--- src/rtl/conv_pkg.sv ---
// Shared definitions for the convolution window scheduler: FSM state
// encodings and helpers that derive the window and output-map sizes.
package conv_pkg;

  typedef logic [2:0] state_t;

  localparam state_t ST_IDLE       = 3'd0;
  localparam state_t ST_CLEAR      = 3'd1;
  localparam state_t ST_FETCH      = 3'd2;
  localparam state_t ST_FETCH_WAIT = 3'd3;
  localparam state_t ST_COMPUTE    = 3'd4;
  localparam state_t ST_OUTPUT     = 3'd5;
  localparam state_t ST_DONE       = 3'd6;

  // Number of taps in one window.
  function automatic int calc_n(input int kw, input int kh);
    return kw * kh;
  endfunction

  // Output-map width for a given image width, kernel width and stride.
  function automatic int calc_out_w(input int img_w, input int kw, input int stride);
    return (img_w - kw) / stride + 1;
  endfunction

  // Output-map height for a given image height, kernel height and stride.
  function automatic int calc_out_h(input int img_h, input int kh, input int stride);
    return (img_h - kh) / stride + 1;
  endfunction

endpackage

--- src/rtl/conv_addr_gen.sv ---
// Window address generator: turns the window origin (row0/col0) and a
// row-major tap index into a row-major pixel address, and flags the
// final tap of the window.
module conv_addr_gen
  import conv_pkg::*;
#(
  parameter int KERNEL_WIDTH  = 4,
  parameter int KERNEL_HEIGHT = 3,
  parameter int IMG_WIDTH     = 16,
  parameter int ADDR_W        = 8,
  parameter int TAP_W         = 4
) (
  input  logic [15:0]       row0_i,
  input  logic [15:0]       col0_i,
  input  logic [TAP_W-1:0]  tap_i,
  output logic [ADDR_W-1:0] addr_o,
  output logic              last_o
);

  localparam int N = calc_n(KERNEL_WIDTH, KERNEL_HEIGHT);

  int tap_r;
  int tap_c;

  // Split the tap index into window row/column and form the pixel address.
  always_comb begin
    tap_r  = int'(tap_i) / KERNEL_WIDTH;
    tap_c  = int'(tap_i) % KERNEL_WIDTH;
    addr_o = ADDR_W'((int'(row0_i) + tap_r) * IMG_WIDTH + int'(col0_i) + tap_c);
    last_o = (int'(tap_i) == N - 1);
  end

endmodule

--- src/rtl/conv_window_sched.sv ---
// Convolution window scheduler: walks every output position of the
// feature map, fetches the input window into the subkernel X bus, runs
// the subkernel to completion and hands the result downstream with its
// row/col tag.
// Optional build macro CONV_TIMEOUT_EN adds a compute watchdog that sets
// the sticky err output and abandons the frame if sk_done never arrives.
module conv_window_sched
  import conv_pkg::*;
#(
  parameter int IN_BIT_SIZE    = 8,
  parameter int OUT_BIT_SIZE   = 20,
  parameter int KERNEL_WIDTH   = 4,
  parameter int KERNEL_HEIGHT  = 3,
  parameter int IMG_WIDTH      = 16,
  parameter int IMG_HEIGHT     = 12,
  parameter int STRIDE         = 1,
  parameter int ADDR_W         = 8,
  parameter int TIMEOUT_CYCLES = 64
) (
  input  logic                                          clk,
  input  logic                                          reset,
  input  logic                                          frame_start,
  output logic                                          busy,
  output logic                                          frame_done,
  output logic                                          mem_rd_en,
  output logic [ADDR_W-1:0]                             mem_addr,
  input  logic [IN_BIT_SIZE-1:0]                        mem_rd_data,
  output logic                                          sk_reset,
  output logic                                          sk_start,
  output logic [KERNEL_WIDTH*KERNEL_HEIGHT*IN_BIT_SIZE-1:0] sk_x,
  input  logic                                          sk_done,
  input  logic [OUT_BIT_SIZE-1:0]                       sk_result,
  output logic                                          out_valid,
  input  logic                                          out_ready,
  output logic [OUT_BIT_SIZE-1:0]                       out_data,
  output logic [15:0]                                   out_row,
  output logic [15:0]                                   out_col,
  output logic                                          err
);

  localparam int N     = calc_n(KERNEL_WIDTH, KERNEL_HEIGHT);
  localparam int OUT_W = calc_out_w(IMG_WIDTH, KERNEL_WIDTH, STRIDE);
  localparam int OUT_H = calc_out_h(IMG_HEIGHT, KERNEL_HEIGHT, STRIDE);
  localparam int TAP_W = (N > 1) ? $clog2(N) : 1;
  localparam logic [15:0] LAST_COL = 16'(OUT_W - 1);
  localparam logic [15:0] LAST_ROW = 16'(OUT_H - 1);

  state_t                    state_q, state_d;
  logic [15:0]               row_q, row_d;
  logic [15:0]               col_q, col_d;
  logic [TAP_W-1:0]          tap_q, tap_d;
  logic                      out_valid_q, out_valid_d;
  logic [OUT_BIT_SIZE-1:0]   out_data_q, out_data_d;
  logic                      rd_vld_q;
  logic [TAP_W-1:0]          cap_idx_q;
  logic [N*IN_BIT_SIZE-1:0]  sk_x_q;
  logic [15:0]               row0;
  logic [15:0]               col0;
  logic [ADDR_W-1:0]         win_addr;
  logic                      last_tap;
  logic                      tmo_hit;

  assign row0 = 16'(int'(row_q) * STRIDE);
  assign col0 = 16'(int'(col_q) * STRIDE);

  conv_addr_gen #(
    .KERNEL_WIDTH  (KERNEL_WIDTH),
    .KERNEL_HEIGHT (KERNEL_HEIGHT),
    .IMG_WIDTH     (IMG_WIDTH),
    .ADDR_W        (ADDR_W),
    .TAP_W         (TAP_W)
  ) u_addr_gen (
    .row0_i (row0),
    .col0_i (col0),
    .tap_i  (tap_q),
    .addr_o (win_addr),
    .last_o (last_tap)
  );

  // Next-state logic: window sequencing, result capture and position advance.
  always_comb begin
    state_d     = state_q;
    row_d       = row_q;
    col_d       = col_q;
    tap_d       = tap_q;
    out_valid_d = out_valid_q;
    out_data_d  = out_data_q;
    case (state_q)
      ST_IDLE: begin
        if (frame_start) begin
          state_d = ST_CLEAR;
          row_d   = '0;
          col_d   = '0;
        end
      end
      ST_CLEAR: begin
        state_d = ST_FETCH;
        tap_d   = '0;
      end
      ST_FETCH: begin
        if (last_tap) begin
          state_d = ST_FETCH_WAIT;
          tap_d   = '0;
        end else begin
          tap_d = tap_q + 1'b1;
        end
      end
      ST_FETCH_WAIT: state_d = ST_COMPUTE;
      ST_COMPUTE: begin
        if (sk_done) begin
          out_data_d  = sk_result;
          out_valid_d = 1'b1;
          state_d     = ST_OUTPUT;
        end else if (tmo_hit) begin
          state_d = ST_IDLE;
        end
      end
      ST_OUTPUT: begin
        if (out_ready) begin
          out_valid_d = 1'b0;
          if (col_q == LAST_COL) begin
            col_d = '0;
            if (row_q == LAST_ROW) begin
              row_d   = '0;
              state_d = ST_DONE;
            end else begin
              row_d   = row_q + 16'd1;
              state_d = ST_CLEAR;
            end
          end else begin
            col_d   = col_q + 16'd1;
            state_d = ST_CLEAR;
          end
        end
      end
      ST_DONE: state_d = ST_IDLE;
      default: state_d = ST_IDLE;
    endcase
  end

  // FSM, position counters and output stage registers.
  always_ff @(posedge clk) begin
    if (reset) begin
      state_q     <= ST_IDLE;
      row_q       <= '0;
      col_q       <= '0;
      tap_q       <= '0;
      out_valid_q <= 1'b0;
      out_data_q  <= '0;
    end else begin
      state_q     <= state_d;
      row_q       <= row_d;
      col_q       <= col_d;
      tap_q       <= tap_d;
      out_valid_q <= out_valid_d;
      out_data_q  <= out_data_d;
    end
  end

  // Read data lands one cycle after the strobe; remember which tap it belongs to.
  always_ff @(posedge clk) begin
    if (reset) begin
      rd_vld_q  <= 1'b0;
      cap_idx_q <= '0;
      sk_x_q    <= '0;
    end else begin
      rd_vld_q  <= mem_rd_en;
      cap_idx_q <= tap_q;
      if (rd_vld_q) begin
        for (int i = 0; i < N; i++) begin
          if (cap_idx_q == TAP_W'(i)) sk_x_q[i*IN_BIT_SIZE +: IN_BIT_SIZE] <= mem_rd_data;
        end
      end
    end
  end

`ifdef CONV_TIMEOUT_EN
  localparam int TMO_W = $clog2(TIMEOUT_CYCLES + 1);

  logic [TMO_W-1:0] tmo_cnt_q;
  logic             err_q;

  assign tmo_hit = (state_q == ST_COMPUTE) && !sk_done &&
                   (tmo_cnt_q == TMO_W'(TIMEOUT_CYCLES - 1));

  // Watchdog: count cycles spent in COMPUTE; sticky error until the next frame.
  always_ff @(posedge clk) begin
    if (reset) begin
      tmo_cnt_q <= '0;
      err_q     <= 1'b0;
    end else begin
      if (state_q == ST_COMPUTE) tmo_cnt_q <= tmo_cnt_q + 1'b1;
      else                       tmo_cnt_q <= '0;
      if (tmo_hit)                                  err_q <= 1'b1;
      else if (state_q == ST_IDLE && frame_start)   err_q <= 1'b0;
    end
  end

  assign err = err_q;
`else
  assign tmo_hit = 1'b0;
  assign err     = 1'b0;
`endif

  assign busy       = (state_q != ST_IDLE);
  assign frame_done = (state_q == ST_DONE);
  assign mem_rd_en  = (state_q == ST_FETCH);
  assign mem_addr   = mem_rd_en ? win_addr : '0;
  assign sk_reset   = (state_q != ST_COMPUTE);
  assign sk_start   = (state_q == ST_COMPUTE);
  assign sk_x       = sk_x_q;
  assign out_valid  = out_valid_q;
  assign out_data   = out_data_q;
  assign out_row    = row_q;
  assign out_col    = col_q;

endmodule

--- config.mk ---
export PLATFORM = sky130hd
export DESIGN_NAME = conv_window_sched
export DESIGN_NICKNAME = d
export VERILOG_FILES = /design/src/rtl/conv_pkg.sv /design/src/rtl/conv_addr_gen.sv /design/src/rtl/conv_window_sched.sv
export SDC_FILE = /design/constraint.sdc
export NUM_CORES = 1
export LEC_CHECK = 0
export ABC_CLOCK_PERIOD_IN_PS = 2590
export CORE_UTILIZATION = 30
export DETAILED_ROUTE_END_ITERATION = 6
export PLACE_DENSITY = 0.53
export SETUP_SLACK_MARGIN = 0.15
export SYNTH_ARGS = -nofsm -noshare
export SYNTH_HDL_FRONTEND = slang
export SYNTH_SLANG_ARGS = --single-unit
--- constraint.sdc ---
create_clock -name clk -period 2.59 [get_ports clk]
set_input_delay 0.518 -clock clk [delete_from_list [all_inputs] [get_ports clk]]
set_output_delay 0.518 -clock clk [all_outputs]
set_load 0.01 [all_outputs]
==> After elaboration in Yosys (flattened, before gate mapping) <==
Index checks and enable logic that the tools add are counted.
{ "totals": {"output_inout_bits": 163, "register_bits": 161} }
{ "classes": {"muxes": 21, "n_eq_ne": 26, "add_sub_neg": 6, "n_reduce_logical": 23} }
{ "op_table": {"columns": ["cell", "count"], "rows": [
  ["2-to-1 mux 16 bit", 6],
  ["one-hot mux 16 bit (2 select lines)", 2],
  ["adder 16 x 1 -> 16 bit, second input constant", 2],
  ["== test 16 x 4 -> 1 bit, second input constant", 2],
  ["AND reduction 2 bit", 13],
  ["== test 4 bit, second input constant", 5],
  ["2-to-1 mux 3 bit", 6],
  ["one-hot mux 3 bit (6 select lines)", 1],
  ["== test 4 x 3 -> 1 bit, second input constant", 4],
  ["== test 3 bit, second input constant", 3],
  ["adder 8 x 3 -> 8 bit", 1],
  ["adder 8 bit", 1],
  ["== test 4 x 2 -> 1 bit, second input constant", 2],
  ["2-to-1 mux 8 bit", 1],
  ["one-hot mux 4 bit (2 select lines)", 1],
  ["AND reduction 4 bit", 2],
  ["== test 3 x 2 -> 1 bit, second input constant", 2],
  ["inequality test 2 bit, second input constant", 3],
  ["AND reduction 3 bit", 2],
  ["nonzero test 2 bit", 3],
  ["adder 4 x 1 -> 4 bit, second input constant", 1],
  ["adder 4 x 2 -> 4 bit", 1],
  ["== test 4 x 1 -> 1 bit, second input constant", 1],
  ["zero test 4 bit", 1],
  ["8 further kinds", 10]
]} }

==> Longest topological paths before layout <==
{ "depth": {"depth_word": 5, "depth_mapped": 10, "mapped_depth_nobuf": 8} }

==> Modules after synthesis <==
From an unflattened synthesis, not the netlist that was laid out.
{ "hier_totals": {"hier_cells": 767, "hier_area_um2": 6940.4} }
{ "by_module_without_submodules": {"columns": ["mod", "seq_area_each_um2", "area_per_inst_um2", "n_inst", "cells_each"], "rows": [
  ["conv_window_sched", 3223.1, 6647.6, 1, 737],
  ["conv_addr_gen", 0.0, 292.8, 1, 30]
]} }

==> Least setup slack after synthesis <==
Ideal clock, no wire load.
{ "synth_timing": {"kind": "register -> output", "startpoint": "register row_q[0], in the netlist out_row[0]", "endpoint": "output port mem_addr[7]", "t_arrival_ps": 1975, "stages_incl_launch_ff": 9, "path_slack_ps": 97, "path_cell_list": "dfxtp_1 -> ha_1 -> fa_1 -> xor2_1 -> ha_1 -> a21oi_1 -> o21ai_0 -> xnor2_1 -> nor2_1"} }
{ "synth_between": {"elab_chain_cells": 4} }
{ "synth_lines": {"columns": ["element", "line_no", "text"], "rows": [
  ["start: declaration", "conv_window_sched.sv:49", "logic [15:0] row_q, row_d;"],
  ["start signal: assignment", "conv_window_sched.sv:152", "row_q <= row_d;"],
  ["adder 4 x 2 -> 4 bit", "conv_addr_gen.sv:29", "addr_o = ADDR_W'((int'(row0_i) + tap_r) * IMG_WIDTH + int'(col0_i) + tap_c);"],
  ["adder 8 bit", "conv_addr_gen.sv:29", null],
  ["adder 8 x 3 -> 8 bit", "conv_addr_gen.sv:29", null],
  ["2-to-1 mux 8 bit", "conv_window_sched.sv:208", "assign mem_addr = mem_rd_en ? win_addr : '0;"],
  ["end: declaration", "conv_window_sched.sv:26", "output logic [ADDR_W-1:0] mem_addr,"]
]} }
No other way between the ends.

==> Worst setup path after layout <==
Ends and elaborated chain as after synthesis.

==> metrics.md <==
| Metric | Value |
|---|---|
| Via count | 5,748 |
| Number of nets with antenna violations after detailed routing | 0 |
| Effective utilization at floorplan | 0.307 |
| I/O pin total | 196 |
| Die height | 152 microns |
| Cell types with the highest counts after synthesis | 161 x sky130_fd_sc_hd__dfxtp_1, 142 x sky130_fd_sc_hd__nor2_1, 97 x sky130_fd_sc_hd__mux2i_1, 64 x sky130_fd_sc_hd__nand2_1, 44 x sky130_fd_sc_hd__a21oi_1 |
| Unrepaired setup endpoints after global routing | yes |
| Drt initial violations | 248 |
| Flip-flop cell with the highest count after synthesis | sky130_fd_sc_hd__dfxtp_1 |
| Cells after synthesis | 728 |
| Pin count of the biggest net entering global routing | 111 |
| TritonCTS Sinks | 161 |
| Post-synthesis to final-layout area growth | 46.9% |
| Max Freq | 350 MHz |
| CTS Root Buffer Type | sky130_fd_sc_hd__clkbuf_16 |
| Final wirelength | 19,400 microns |
| Sum of net half-perimeters after detailed placement | 13,300 microns |
| Number of diodes | 0 |
| Internal portion of total power | 0.00433 W |
| Final routed DRC violation total | 34 |
| Setup clock skew after layout | 15.3 ps |
| Critical path capture point type | primary output |
| Core outline area | 0.0220 sq mm |
| # port buffers | 194 |
| GRT overflow | 0 |
| Relative slew slack | 0.533 |
| Post-synth top area cell | sky130_fd_sc_hd__dfxtp_1 |
| GR Util All Layers | 0.171 |
| Count of synthesis-stage warnings from yosys | 0 |
| Leakage power figure | 3.75 nW |
| Crit path DAT | 2340 ps |
| Area taken by multi-input logic gates | 0.00335 sq mm |
| Switching Fraction | 0.300 |
| Average cell area after synthesis | 9.26 sq um |
| Final worst-path setup slack | -268 ps |
| Mapped cell area | 0.00674 sq mm |
| Via/cell ratio | 4.65 |
| First-pass DRT Iterations | 7 |
| Maximum buffer depth of the clock tree | 2 |
| Failing checks | DRC, setup timing |
| WHS | 454 ps |
| Proportion of synthesized flip-flops having asynchronous set or reset | 0 |
| Minimum period implied by the final worst setup slack | 2860 ps |
| Required time at the endpoint of the critical path | 2070 ps |
| TritonCTS clock tree | done |
| Clock power frac | 0.413 |
| TritonCTS Buffers | 17 |
| Weighted congestion at the end of routability-driven global placement | 0.776 |
| Area share of the largest cell type after synthesis | 0.478 |
| Final total power | 0.00619 W |
| Class of the most critical setup path | flop to primary output |
| Wire length per cell | 15.7 microns |
| Final cell utilization of the core | 0.451 |
| Number of flops mapped to enable cells by yosys | 0 |
| Total Die Area | 0.0231 sq mm |
| Final clock period utilization by the worst path | 1.10 |
| Number of different library cells in the post-synthesis netlist | 52 |
| Horizontal extent of the die | 152 microns |
| Worst-case vdd ir drop | 0.451 mV |
| Sequential power share | 0.417 |
| Maximum fanout along the worst path | 3 |
| Hold Path Class | flop to flop |
| Net count after synthesis | 775 |
| Status | finished with violations |
| Net switching power | 0.00186 W |
| Register area | 0.00323 sq mm |
| Setup total negative slack | -545 ps |
| First-pass GRT wire length | 31,100 microns |
| Final count of negative-setup-slack endpoints | 3 |
| Critical Path Start Type | flop |
| Max-Cap Viols | 0 |
| Share of power burned in combinational logic | 0.171 |
| Nets | 989 |
| Most common cell in the synthesized netlist | sky130_fd_sc_hd__dfxtp_1 |
| Vias in the first global route | 5,479 |
| Power density cells | 625 mW/mm^2 |
| Deepest level of the CTS H-tree | 4 |
| Rows | 54 |
| Fraction of layout cells with a size suffix above 1 | 0.120 |
| Placement-stage worst setup slack | -352 ps |
| Top cells by area, synth | sky130_fd_sc_hd__dfxtp_1 48%, sky130_fd_sc_hd__mux2i_1 14%, sky130_fd_sc_hd__nor2_1 7.9%, sky130_fd_sc_hd__nand2_1 3.6%, sky130_fd_sc_hd__a21oi_1 3.3% |
| Actual transition at the worst max-transition pin | 699 ps |
| Synth Register Bits | 161 |
| Seq/Total Area, Yosys | 0.478 |
| Clock transition at path regs | 70 ps |
| Number of hold violations in the final report | 0 |
| Clock Latency Late Sink | 430 ps |
| Pins Over Slew Limit | 0 |
| FILL cells | 2,181 |
| Number of antenna violations at the first check in global routing | 1 |
[worst max-delay path: stages (launching register included)]
cell	delay, ps
sky130_fd_sc_hd__dfxtp_2	340
sky130_fd_sc_hd__ha_4	160
sky130_fd_sc_hd__fa_2	330
sky130_fd_sc_hd__xor2_1	150
sky130_fd_sc_hd__ha_1	320
sky130_fd_sc_hd__a21oi_2	140
sky130_fd_sc_hd__o21ai_2	70
sky130_fd_sc_hd__xnor2_1	130
sky130_fd_sc_hd__nor2_1	120
sky130_fd_sc_hd__buf_2	150
[cells in the final DEF (no fill, tap or decap), types with 9 or more instances in the layout]
cell type / synthesis / routed
sky130_fd_sc_hd__inv_1: 12 / 11
sky130_fd_sc_hd__nand3_1: 11 / 10
sky130_fd_sc_hd__or4_1: 10 / 9
sky130_fd_sc_hd__clkdlybuf4s50_1: 0 / 185
sky130_fd_sc_hd__dfxtp_1: 161 / 155
sky130_fd_sc_hd__buf_4: 4 / 44
sky130_fd_sc_hd__xnor2_1: 9 / 9
sky130_fd_sc_hd__a21oi_1: 44 / 42
sky130_fd_sc_hd__clkbuf_16: 0 / 17
sky130_fd_sc_hd__nor2_1: 142 / 141
sky130_fd_sc_hd__ha_1: 12 / 9
sky130_fd_sc_hd__xor2_1: 16 / 16
sky130_fd_sc_hd__nand4_1: 9 / 9
sky130_fd_sc_hd__nand2_1: 64 / 64
sky130_fd_sc_hd__o31ai_1: 11 / 11
sky130_fd_sc_hd__mux2i_1: 97 / 97
[power groups by stage]
stage	Clock, W	Combinational (W)	Sequential (W)
6_report	0.00255	0.00106	0.00258
5_1_grt	0.00274	0.00117	0.00259
4_1_cts	0.00264	0.00105	0.00257
3_5_place_dp	0	0.00102	0.00263
3_3_place_gp	0	0.00101	0.00263
2_1_floorplan	0	0.000540	0.00267
[repair_timing]
action | CTS | global route
buffers inserted | 2 | 0
hold endpoints to repair | 0 | 0
resized for setup | 35 | 18
cloned | 0 | 0
hold buffers | 0 | 0
setup endpoints to repair | 11 | 17
pin swaps | 12 | 6
[registers in the layout, summed over array words and instances, names as in the netlist]
signal,flops
cap_idx_q,4
out_col,16
out_data,20
out_row,16
out_valid,1
rd_vld_q,1
sk_x,96
state_q,3
tap_q,4
[layer usage]
layer  up-vias  track usage  part of all wire
li1       2915            -                 -
met1      2678        0.229              0.48
met2       149        0.267              0.45
met3         6       0.0513             0.062
met4         0       0.0418            0.0059
met5         -            0                 0
[per-stage QoR]
step	cell area, sq um	cells
6_report	9900	1235
5_1_grt	9900	1235
4_1_cts	9850	1235
3_5_place_dp	9190	1201
3_3_place_gp	9190	1201
2_1_floorplan	6750	728
[logic make-up after synthesis]
| family | after synthesis | synth area share |
|---|---|---|
| flops | 161 | 0.478 |
| fa+ha+maj | 14 | 0.0282 |
| xor+xnor | 25 | 0.0325 |
| compound gates | 83 | 0.0815 |
| simple gates | 288 | 0.197 |
| other cells | 1 | 0.000556 |
| buf+inv | 59 | 0.0384 |
| mux | 97 | 0.144 |
[cell type report]
class / count / share of cell area
sequential: 161 / 0.326
timing repair buffer: 242 / 0.234
tap: 280 / 0.0354
clock buffer: 17 / 0.0430
inverter: 12 / 0.00480
multi-input combinational: 508 / 0.338
clock inverter: 15 / 0.0188
[final timing paths]
path / start / endpoint / slack [ps] / cells past startpoint
hold reg to reg: out_data[16] / out_data[16] / 450 / 2
setup / recovery: out_row[0] / mem_addr[7] / -270 / 9
setup reg to reg: out_col[1] / out_row[15] / 270 / 10
hold / removal: out_data[16] / out_data[16] / 450 / 2
Note: power is estimated with default switching activity, not from simulation.
